`src/rtl/dmem_pkg.sv`:
```
`default_nettype none
// ============================================================================
//  Module      : dmem_pkg
//  Description : Shared constants for the DMEM access controller: access-size
//                codes, FSM state encoding and the default DMEM depth.
//  Revision    : 1.0 - initial release
// ============================================================================
package dmem_pkg;

  // Default DMEM depth: 2**8 = 256 words
  localparam int DEPTH_LOG2_DEF = 8;

  // Access-size codes carried on req_size (2'd3 is reserved)
  localparam logic [1:0] SZ_BYTE = 2'd0;
  localparam logic [1:0] SZ_HALF = 2'd1;
  localparam logic [1:0] SZ_WORD = 2'd2;

  // Controller FSM state encoding
  localparam logic [2:0] ST_IDLE  = 3'd0;
  localparam logic [2:0] ST_LOAD  = 3'd1;
  localparam logic [2:0] ST_MERGE = 3'd2;
  localparam logic [2:0] ST_WRITE = 3'd3;
  localparam logic [2:0] ST_RESP  = 3'd4;

endpackage
`default_nettype wire

```
`src/rtl/dmem_lane_unit.sv`:
```
`default_nettype none
// ============================================================================
//  Module      : dmem_lane_unit
//  Description : Combinational byte-lane logic for the DMEM controller.
//                Load path selects the addressed byte/half of the DMEM word and
//                sign- or zero-extends it. Store path replaces the addressed
//                byte/half of the DMEM word with the low bits of the store data.
//  Ports       : size        - access size code (SZ_*)
//                lane        - byte address bits [1:0]
//                is_unsigned - 1 = zero-extend loads, 0 = sign-extend
//                rd_word     - word read from DMEM
//                wdata       - right-aligned store data
//                load_data   - extended load result
//                merge_data  - read-modify-write merged word
//  Revision    : 1.0 - initial release
// ============================================================================
module dmem_lane_unit
  import dmem_pkg::*;
(
  input  logic [1:0]  size,
  input  logic [1:0]  lane,
  input  logic        is_unsigned,
  input  logic [31:0] rd_word,
  input  logic [31:0] wdata,
  output logic [31:0] load_data,
  output logic [31:0] merge_data
);

  logic [4:0]  w_shamt;
  logic [31:0] w_shifted;
  logic [7:0]  w_byte;
  logic [15:0] w_half;
  logic [31:0] w_byte_mask;

  always_comb begin
    w_shamt     = {lane, 3'b000};
    w_shifted   = rd_word >> w_shamt;
    w_byte      = w_shifted[7:0];
    // Halfword lanes are selected by address bit 1 only; bit 0 is zero for
    // any halfword access that reaches this unit.
    w_half      = lane[1] ? rd_word[31:16] : rd_word[15:0];
    w_byte_mask = 32'h0000_00FF << w_shamt;

    load_data = 32'h0;
    case (size)
      SZ_BYTE: load_data = {{24{~is_unsigned & w_byte[7]}}, w_byte};
      SZ_HALF: load_data = {{16{~is_unsigned & w_half[15]}}, w_half};
      SZ_WORD: load_data = rd_word;
      default: load_data = 32'h0;
    endcase

    merge_data = rd_word;
    case (size)
      SZ_BYTE: merge_data = (rd_word & ~w_byte_mask) |
                            (({24'h0, wdata[7:0]} << w_shamt) & w_byte_mask);
      SZ_HALF: merge_data = lane[1] ? {wdata[15:0], rd_word[15:0]}
                                    : {rd_word[31:16], wdata[15:0]};
      SZ_WORD: merge_data = wdata;
      default: merge_data = rd_word;
    endcase
  end

endmodule
`default_nettype wire

```
`src/rtl/dmem_access_ctrl.sv`:
```
`default_nettype none
// ============================================================================
//  Module      : dmem_access_ctrl
//  Description : Initiator-side controller for the word-organised DMEM.
//                Accepts byte/half/word loads and stores over valid/ready,
//                performs sub-word extraction on loads and read-modify-write
//                on sub-word stores, and returns one response per request with
//                an error flag for misaligned/out-of-range/reserved accesses.
//  Ports       : clk, rst_n                 - clock, async active-low reset
//                req_*                      - request channel (valid/ready)
//                resp_valid/err/rdata       - one-cycle response strobe
//                DMEM_*                     - DMEM port (combinational read)
//  Revision    : 1.0 - initial release
// ============================================================================
module dmem_access_ctrl
  import dmem_pkg::*;
#(
  parameter int          DEPTH_LOG2 = DEPTH_LOG2_DEF,
  parameter logic [31:0] ERR_RDATA  = 32'h0000_0000
) (
  input  logic        clk,
  input  logic        rst_n,
  input  logic        req_valid,
  output logic        req_ready,
  input  logic        req_write,
  input  logic [1:0]  req_size,
  input  logic        req_unsigned,
  input  logic [31:0] req_addr,
  input  logic [31:0] req_wdata,
  output logic        resp_valid,
  output logic        resp_err,
  output logic [31:0] resp_rdata,
  output logic [31:0] DMEM_address,
  output logic [31:0] DMEM_data_in,
  output logic        DMEM_mem_write,
  output logic        DMEM_mem_read,
  input  logic [31:0] DMEM_data_out
);

  logic [2:0]  r_state;
  logic [2:0]  w_state_nxt;
  logic [1:0]  r_size;
  logic        r_unsigned;
  logic [1:0]  r_lane;
  logic [31:0] r_wdata;
  logic [31:0] r_merged;
  logic        r_err;
  logic [31:0] r_rdata;
  logic [31:0] r_address;

  logic        w_accept;
  logic        w_misaligned;
  logic        w_out_of_range;
  logic        w_req_err;
  logic [31:0] w_word_index;
  logic [31:0] w_load_data;
  logic [31:0] w_merge_data;

  // ------------------------------------------------------------------------
  // Request decode
  // ------------------------------------------------------------------------
  assign w_accept       = req_valid & req_ready;
  assign w_misaligned   = ((req_size == SZ_HALF) && req_addr[0]) ||
                          ((req_size == SZ_WORD) && (req_addr[1:0] != 2'b00)) ||
                          (req_size == 2'd3);
  assign w_out_of_range = (req_addr >> (DEPTH_LOG2 + 2)) != 32'h0;
  assign w_req_err      = w_misaligned | w_out_of_range;
  assign w_word_index   = {{(32-DEPTH_LOG2){1'b0}}, req_addr[DEPTH_LOG2+1:2]};

  // ------------------------------------------------------------------------
  // Lane extract / merge
  // ------------------------------------------------------------------------
  dmem_lane_unit u_lane (
    .size        (r_size),
    .lane        (r_lane),
    .is_unsigned (r_unsigned),
    .rd_word     (DMEM_data_out),
    .wdata       (r_wdata),
    .load_data   (w_load_data),
    .merge_data  (w_merge_data)
  );

  // ------------------------------------------------------------------------
  // FSM
  // ------------------------------------------------------------------------
  always_comb begin
    w_state_nxt = r_state;
    case (r_state)
      ST_IDLE: begin
        if (w_accept) begin
          if (w_req_err)               w_state_nxt = ST_RESP;
          else if (!req_write)         w_state_nxt = ST_LOAD;
          else if (req_size == SZ_WORD) w_state_nxt = ST_WRITE;
          else                         w_state_nxt = ST_MERGE;
        end
      end
      ST_LOAD:  w_state_nxt = ST_RESP;
      ST_MERGE: w_state_nxt = ST_WRITE;
      ST_WRITE: w_state_nxt = ST_RESP;
      ST_RESP:  w_state_nxt = ST_IDLE;
      default:  w_state_nxt = ST_IDLE;
    endcase
  end

  always_ff @(posedge clk or negedge rst_n) begin
    if (!rst_n) begin
      r_state    <= ST_IDLE;
      r_size     <= 2'd0;
      r_unsigned <= 1'b0;
      r_lane     <= 2'd0;
      r_wdata    <= 32'h0;
      r_merged   <= 32'h0;
      r_err      <= 1'b0;
      r_rdata    <= 32'h0;
      r_address  <= 32'h0;
    end else begin
      r_state <= w_state_nxt;
      if (w_accept) begin
        r_size     <= req_size;
        r_unsigned <= req_unsigned;
        r_lane     <= req_addr[1:0];
        r_wdata    <= req_wdata;
        r_address  <= w_word_index;
        r_err      <= w_req_err;
        // Stores and good loads start from zero; loads overwrite in ST_LOAD.
        r_rdata    <= w_req_err ? ERR_RDATA : 32'h0;
      end
      if (r_state == ST_LOAD)  r_rdata  <= w_load_data;
      if (r_state == ST_MERGE) r_merged <= w_merge_data;
    end
  end

  // ------------------------------------------------------------------------
  // Outputs, decoded from state so reset removes them immediately
  // ------------------------------------------------------------------------
  assign req_ready      = (r_state == ST_IDLE);
  assign resp_valid     = (r_state == ST_RESP);
  assign resp_err       = (r_state == ST_RESP) & r_err;
  assign resp_rdata     = (r_state == ST_RESP) ? r_rdata : 32'h0;
  assign DMEM_address   = r_address;
  assign DMEM_mem_read  = (r_state == ST_LOAD) || (r_state == ST_MERGE);
  assign DMEM_mem_write = (r_state == ST_WRITE);
  assign DMEM_data_in   = (r_state != ST_WRITE) ? 32'h0 :
                          (r_size == SZ_WORD)   ? r_wdata : r_merged;

endmodule
`default_nettype wire
```
`config.mk`:
```
export PLATFORM = sky130hd
export DESIGN_NAME = dmem_access_ctrl
export DESIGN_NICKNAME = d
export VERILOG_FILES = /design/src/rtl/dmem_pkg.sv /design/src/rtl/dmem_lane_unit.sv /design/src/rtl/dmem_access_ctrl.sv
export SDC_FILE = /design/constraint.sdc
export NUM_CORES = 1
export LEC_CHECK = 0
export CAP_MARGIN = 10
export CORE_ASPECT_RATIO = 0.5
export CORE_MARGIN = 2
export CORE_UTILIZATION = 45
export CTS_CLUSTER_DIAMETER = 30
export DETAILED_ROUTE_END_ITERATION = 6
export GPL_ROUTABILITY_DRIVEN = 0
export PLACE_DENSITY_LB_ADDON = 0.15
export SLEW_MARGIN = 30
export SYNTH_ARGS = -nofsm -noshare
export SYNTH_HDL_FRONTEND = slang
export SYNTH_SLANG_ARGS = --single-unit
```
`constraint.sdc`:
```
create_clock -name clk -period 4.8 [get_ports clk]
set_input_delay 0.72 -clock clk [delete_from_list [all_inputs] [get_ports clk]]
set_output_delay 0.72 -clock clk [all_outputs]
set_load 0.05 [all_outputs]
```
; ---- Word-level counts from Yosys, hierarchy flattened
; Cells that the tools add are included.
[totals]
regBits = 113
input_bits = 103
output_inout_bits = 101
[op_classes]
n_eq_ne = 11
shifts = 3
muxes = 14
n_bitwise = 10
n_reduce_logical = 11
[ops]
columns = operator, count
row1 = 2-to-1 mux 32 bit, 6
row2 = case mux 32 bit (3 select lines), 2
row3 = bitwise AND 32 bit, 2
row4 = inverter 32 bit, 1
row5 = OR 32 bit, 1
row6 = nonzero test 32 bit, 1
row7 = << shifter 8 x 5 -> 32 bit, 1
row8 = << shifter 8 x 5 -> 32 bit (first input constant), 1
row9 = right shift 32 x 5 -> 8 bit, 1
row10 = 2-to-1 mux 16 bit, 1
row11 = case mux 3 bit (3 select lines), 1
row12 = == test 2 bit (second input constant), 3
row13 = == test 3 x 2 -> 1 bit (second input constant), 2
row14 = 2-to-1 mux 3 bit, 2
row15 = bitwise AND 1 bit, 4
row16 = == test 2 x 1 -> 1 bit (second input constant), 2
row17 = nonzero test 2 bit, 2
row18 = == test 3 x 1 -> 1 bit (second input constant), 1
row19 = == test 3 bit (second input constant), 1
row20 = logical NOT 3 bit, 1
row21 = logical OR 1 bit, 3
row22 = != test 3 x 2 -> 1 bit (second input constant), 1
row23 = logical AND 1 bit, 2
row24 = logical NOT 2 bit, 1
row25 = 6 further kinds, 6

; ---- Depth between registers and ports, before layout
[depth]
ltp_word = 8
ltp_mapped = 7

; ---- Hierarchy
; Synthesis repeated with hierarchy kept, for this count alone.
[unflattened]
cells_unflattened = 781
hier_area_um2 = 6971.7
[modules_own_cells]
columns = mod, instances, cells_per_inst, area_each_um2
row1 = dmem_access_ctrl, 1, 507, 5266.3
row2 = dmem_lane_unit, 1, 274, 1705.4

; ---- Worst setup path after synthesis
; Ideal clock, no wire load.
[synth_timing]
kind = reg2out
startpoint = register r_state[1]
endpoint = output port resp_rdata[22]
t_arrival_ns = 2.075
required_ns = 4.080
path_slack_ns = 2.005
stages_incl_launch_ff = 5
cell_sequence = dfrtp_1 > clkbuf_1 > nor3b_1 > clkbuf_1 > and2_1
[synth_between]
elab_chain_cells = 2
[synth_rtl]
columns = element, line
row1 = start: declaration, dmem_access_ctrl.sv:40  ; logic [2:0] r_state;
row2 = start signal: assignment, dmem_access_ctrl.sv:117  ; r_state <= w_state_nxt;
row3 = == test 3 bit, n/a
row4 = via resp_valid, dmem_access_ctrl.sv:30  ; output logic resp_valid,
row5 = 2-to-1 mux 32 bit, dmem_access_ctrl.sv:139  ; assign resp_rdata = (r_state == ST_RESP) ? r_rdata : 32'h0;
row6 = end: declaration, dmem_access_ctrl.sv:32  ; output logic [31:0] resp_rdata,
; The timed path passes the listed nets, and every way through them passes these cells.

; ---- Worst setup path in the final report
[layout_timing]
startpoint = register r_size[0]
endpoint = output port DMEM_data_in[15]
[layout_between]
elab_chain_cells = 3
[layout_rtl]
columns = element, line
row1 = start: declaration, dmem_access_ctrl.sv:42  ; logic [1:0] r_size;
row2 = start signal: assignment, dmem_access_ctrl.sv:119  ; r_size <= req_size;
row3 = == test 2 bit, dmem_access_ctrl.sv:144  ; (r_size == SZ_WORD) ? r_wdata : r_merged;
row4 = 2-to-1 mux 32 bit, dmem_access_ctrl.sv:144
row5 = 2-to-1 mux 32 bit, dmem_access_ctrl.sv:143  ; assign DMEM_data_in = (r_state != ST_WRITE) ? 32'h0 :
row6 = end: declaration, dmem_access_ctrl.sv:34  ; output logic [31:0] DMEM_data_in,
; No other way between the ends.

==> results.txt <==
Die Y: 89.6 microns
max incr delay on CP: 0.84 ns
initial antenna violation count: 0
final hold viol count: 0
Netlist cell types: 51
IO Pins: 204
Port Buffers: 179
hpwl dp: 15400 microns
final setup violation count: 0
worst-path fanout max: 31
largest net degree at the start of global routing: 79
Initial Utilization: 45.8%
Post-Syn Area per Cell: 9.65 sq um
count leader, synth: dfrtp_1
clock slew at reported path FFs: 0.06 ns
vias in the first global route: 5652
CTS Buffer Depth: 2
Critical Path Start Type: flop
MaxCap Viol Count: 0
Synth Instances: 683
CP dominant cell by count: buf_4
Synth Flop Type: dfrtp_1
Nets: 939
clk sink count: 113
register area share after synthesis: 42.9%
Clock Skew: 0.0119 ns
Worst Setup End Kind: primary output
core area: 0.0144 sq mm
share of cells above drive strength 1: 18.1%
PD cells: 332 mW/mm^2
Root Buffer: clkbuf_16
DR vias: 6096
Post-synth ARST share: 100%
Die X: 175 microns
R2R Path End: r_rdata[30]
post-synth top area share: 42.9%
Yosys reg bits: 113
DRT iter0 DRCs: 625
Rows: 31
Finished Core Util: 62.2%
Peak supply drop: 0.244 mV
Slowest cell on crit path: clkdlybuf4s50_1
Leak: 3.72 nW
DRC errors left: 0
CTS buffer count: 17
M3 GR Usage: 11.1%
WP data arrival: 3.13 ns
clk_lat worst skew: 0.42 ns
Vias per Instance: 5.82
Top Family by Delay on Critical Path: buffers and inverters
worst r2r src: r_size[1]
cts hold-fix bufs: 0
RSZ-0062 raised after global routing: false
setup bufs post-CTS: 0
Bufs and invs on worst path: 3
Inserted Diodes: 0
CTS resizes: 0
dpl cell area: 0.00839 sq mm
GRT Overall Usage: 27.9%
first-pass GRT wire length: 32600 microns
synth cell count leaders: dfrtp_1 (113), nand2_1 (96), mux2_2 (82)
R2R Setup Slk: 1.89 ns
worst setup path category: flop to primary output
worst slew margin relative to its limit: 39.3%
total die area: 0.0157 sq mm
Cell Chain, Critical Path: buf_4 > nand2b_1 > buf_4 > nand2_1 > a21oi_1 > clkdlybuf4s50_1
Worst Reg-to-Reg Cells: 5
Synthesis Warnings: 0
number of flops mapped to enable cells by yosys: 0
Worst EP required: 4.08 ns
drt pass-1 iters: 5
layer with the highest usage: met1
wire per inst: 20.7 microns
Synth-to-Final Area Change: 35.8%
total congestion overflow: 0
period utilization: 80.1%
setup TNS: 0 ns
area leader, netlist: dfrtp_1
H-Tree Level Count: 4
Tmin final: 3.85 ns
fin area: 0.00895 sq mm
Antenna Nets Post-Route: 0
Hold Crit Class: input pin to async pin
post-synthesis cell area: 0.00659 sq mm
fmax: 0.260 GHz
Final Routed Wirelength: 21700 microns
top cells by area, synth: dfrtp_1 (43%), mux2_2 (14%), nand2_1 (5.5%), a21oi_1 (5.2%), and2_1 (3.3%)
Worst Tran Pin Value: 0.911 ns
status: completed
Pins Over Slew Limit: 0
met1 Use GR: 39.4%
Global Route met2 Usage: 39.1%
CTS tree: built
per-layer routing:
layer | vias up | share of wire (%) | routed length [microns]
met3 | 32 | 13 | 2870
met1 | 2926 | 44 | 9550
met2 | 396 | 41 | 8910
met4 | 0 | 1.7 | 368
li1 | 2742 | - | -
met5 | - | 0 | 0
registers in the layout, indices dropped and copies added, names as in the netlist:
| name | flops |
|---|---|
| DMEM_address | 8 |
| r_err | 1 |
| r_rdata | 32 |
| r_state | 3 |
| r_lane | 2 |
| r_wdata | 32 |
| r_merged | 32 |
| r_size | 2 |
| r_unsigned | 1 |
cell type report:
| type | count | area (sq um) |
|---|---|---|
| Fill cell | 1215 | 5440 |
| Clock buffer | 19 | 443 |
| Sequential cell | 113 | 2830 |
| Inverter | 4 | 15.0 |
| Clock inverter | 13 | 114 |
| Multi-Input combinational cell | 508 | 3420 |
| Timing Repair Buffer | 192 | 1890 |
| Tap cell | 198 | 248 |
kinds of logic after synthesis:
group,Yosys count,share of synthesized area [%]
other,1,0.0569
buffers and inverters,85,7.02
flip-flops,113,42.9
multiplexers,85,14.7
AO/OA/AOI/OAI,185,19.9
AND/OR/NAND/NOR,213,15.3
XOR/XNOR,1,0.133
layout by cell type, fill, tap and decap left out, types with 3 or more instances in the layout:
cell type / count
a222oi_1: 7
a221o_1: 14
clkbuf_16: 17
nor4_1: 5
clkdlybuf4s50_1: 178
nand3_1: 8
a22oi_1: 15
a31oi_1: 8
conb_1: 24
a221o_2: 10
a21o_1: 10
o21ai_0: 10
a22o_1: 15
a32oi_1: 8
a21oi_1: 69
nand2_1: 95
clkinv_2: 4
nand2b_1: 13
mux2_2: 82
and2_1: 35
a221oi_1: 8
nor2_1: 41
buf_4: 13
dfrtp_1: 113
clkinvlp_4: 5
a31o_2: 3
stage by stage:
stage	power, mW	cells	hold slack, ns	setup slack [ns]
5_1_grt	3.08	1047	0.404	0.774
2_1_floorplan	1.53	706	0.424	2.00
3_5_place_dp	1.78	1015	0.463	1.45
3_3_place_gp	1.76	1015	0.453	1.48
6_report	2.97	1047	0.346	0.955
4_1_cts	2.97	1047	0.360	1.00
where the power goes:
group	total, mW	internal, mW	switching (mW)
clock	1.19	0.723	0.469
combinational	0.672	0.290	0.382
sequential	1.11	1.01	0.101
how the worst max path moves through the flow:
stage                     from               end  depth (start not counted)
global placement     r_size[0]  DMEM_data_in[15]                          6
floorplan           r_state[1]    resp_rdata[22]                          4
global route         r_size[1]   DMEM_data_in[9]                          5
CTS                  r_size[1]   DMEM_data_in[9]                          5
finish               r_size[0]  DMEM_data_in[15]                          6
detailed placement   r_size[1]  DMEM_data_in[15]                          5
No activity file was read; power rests on OpenSTA's default activity.
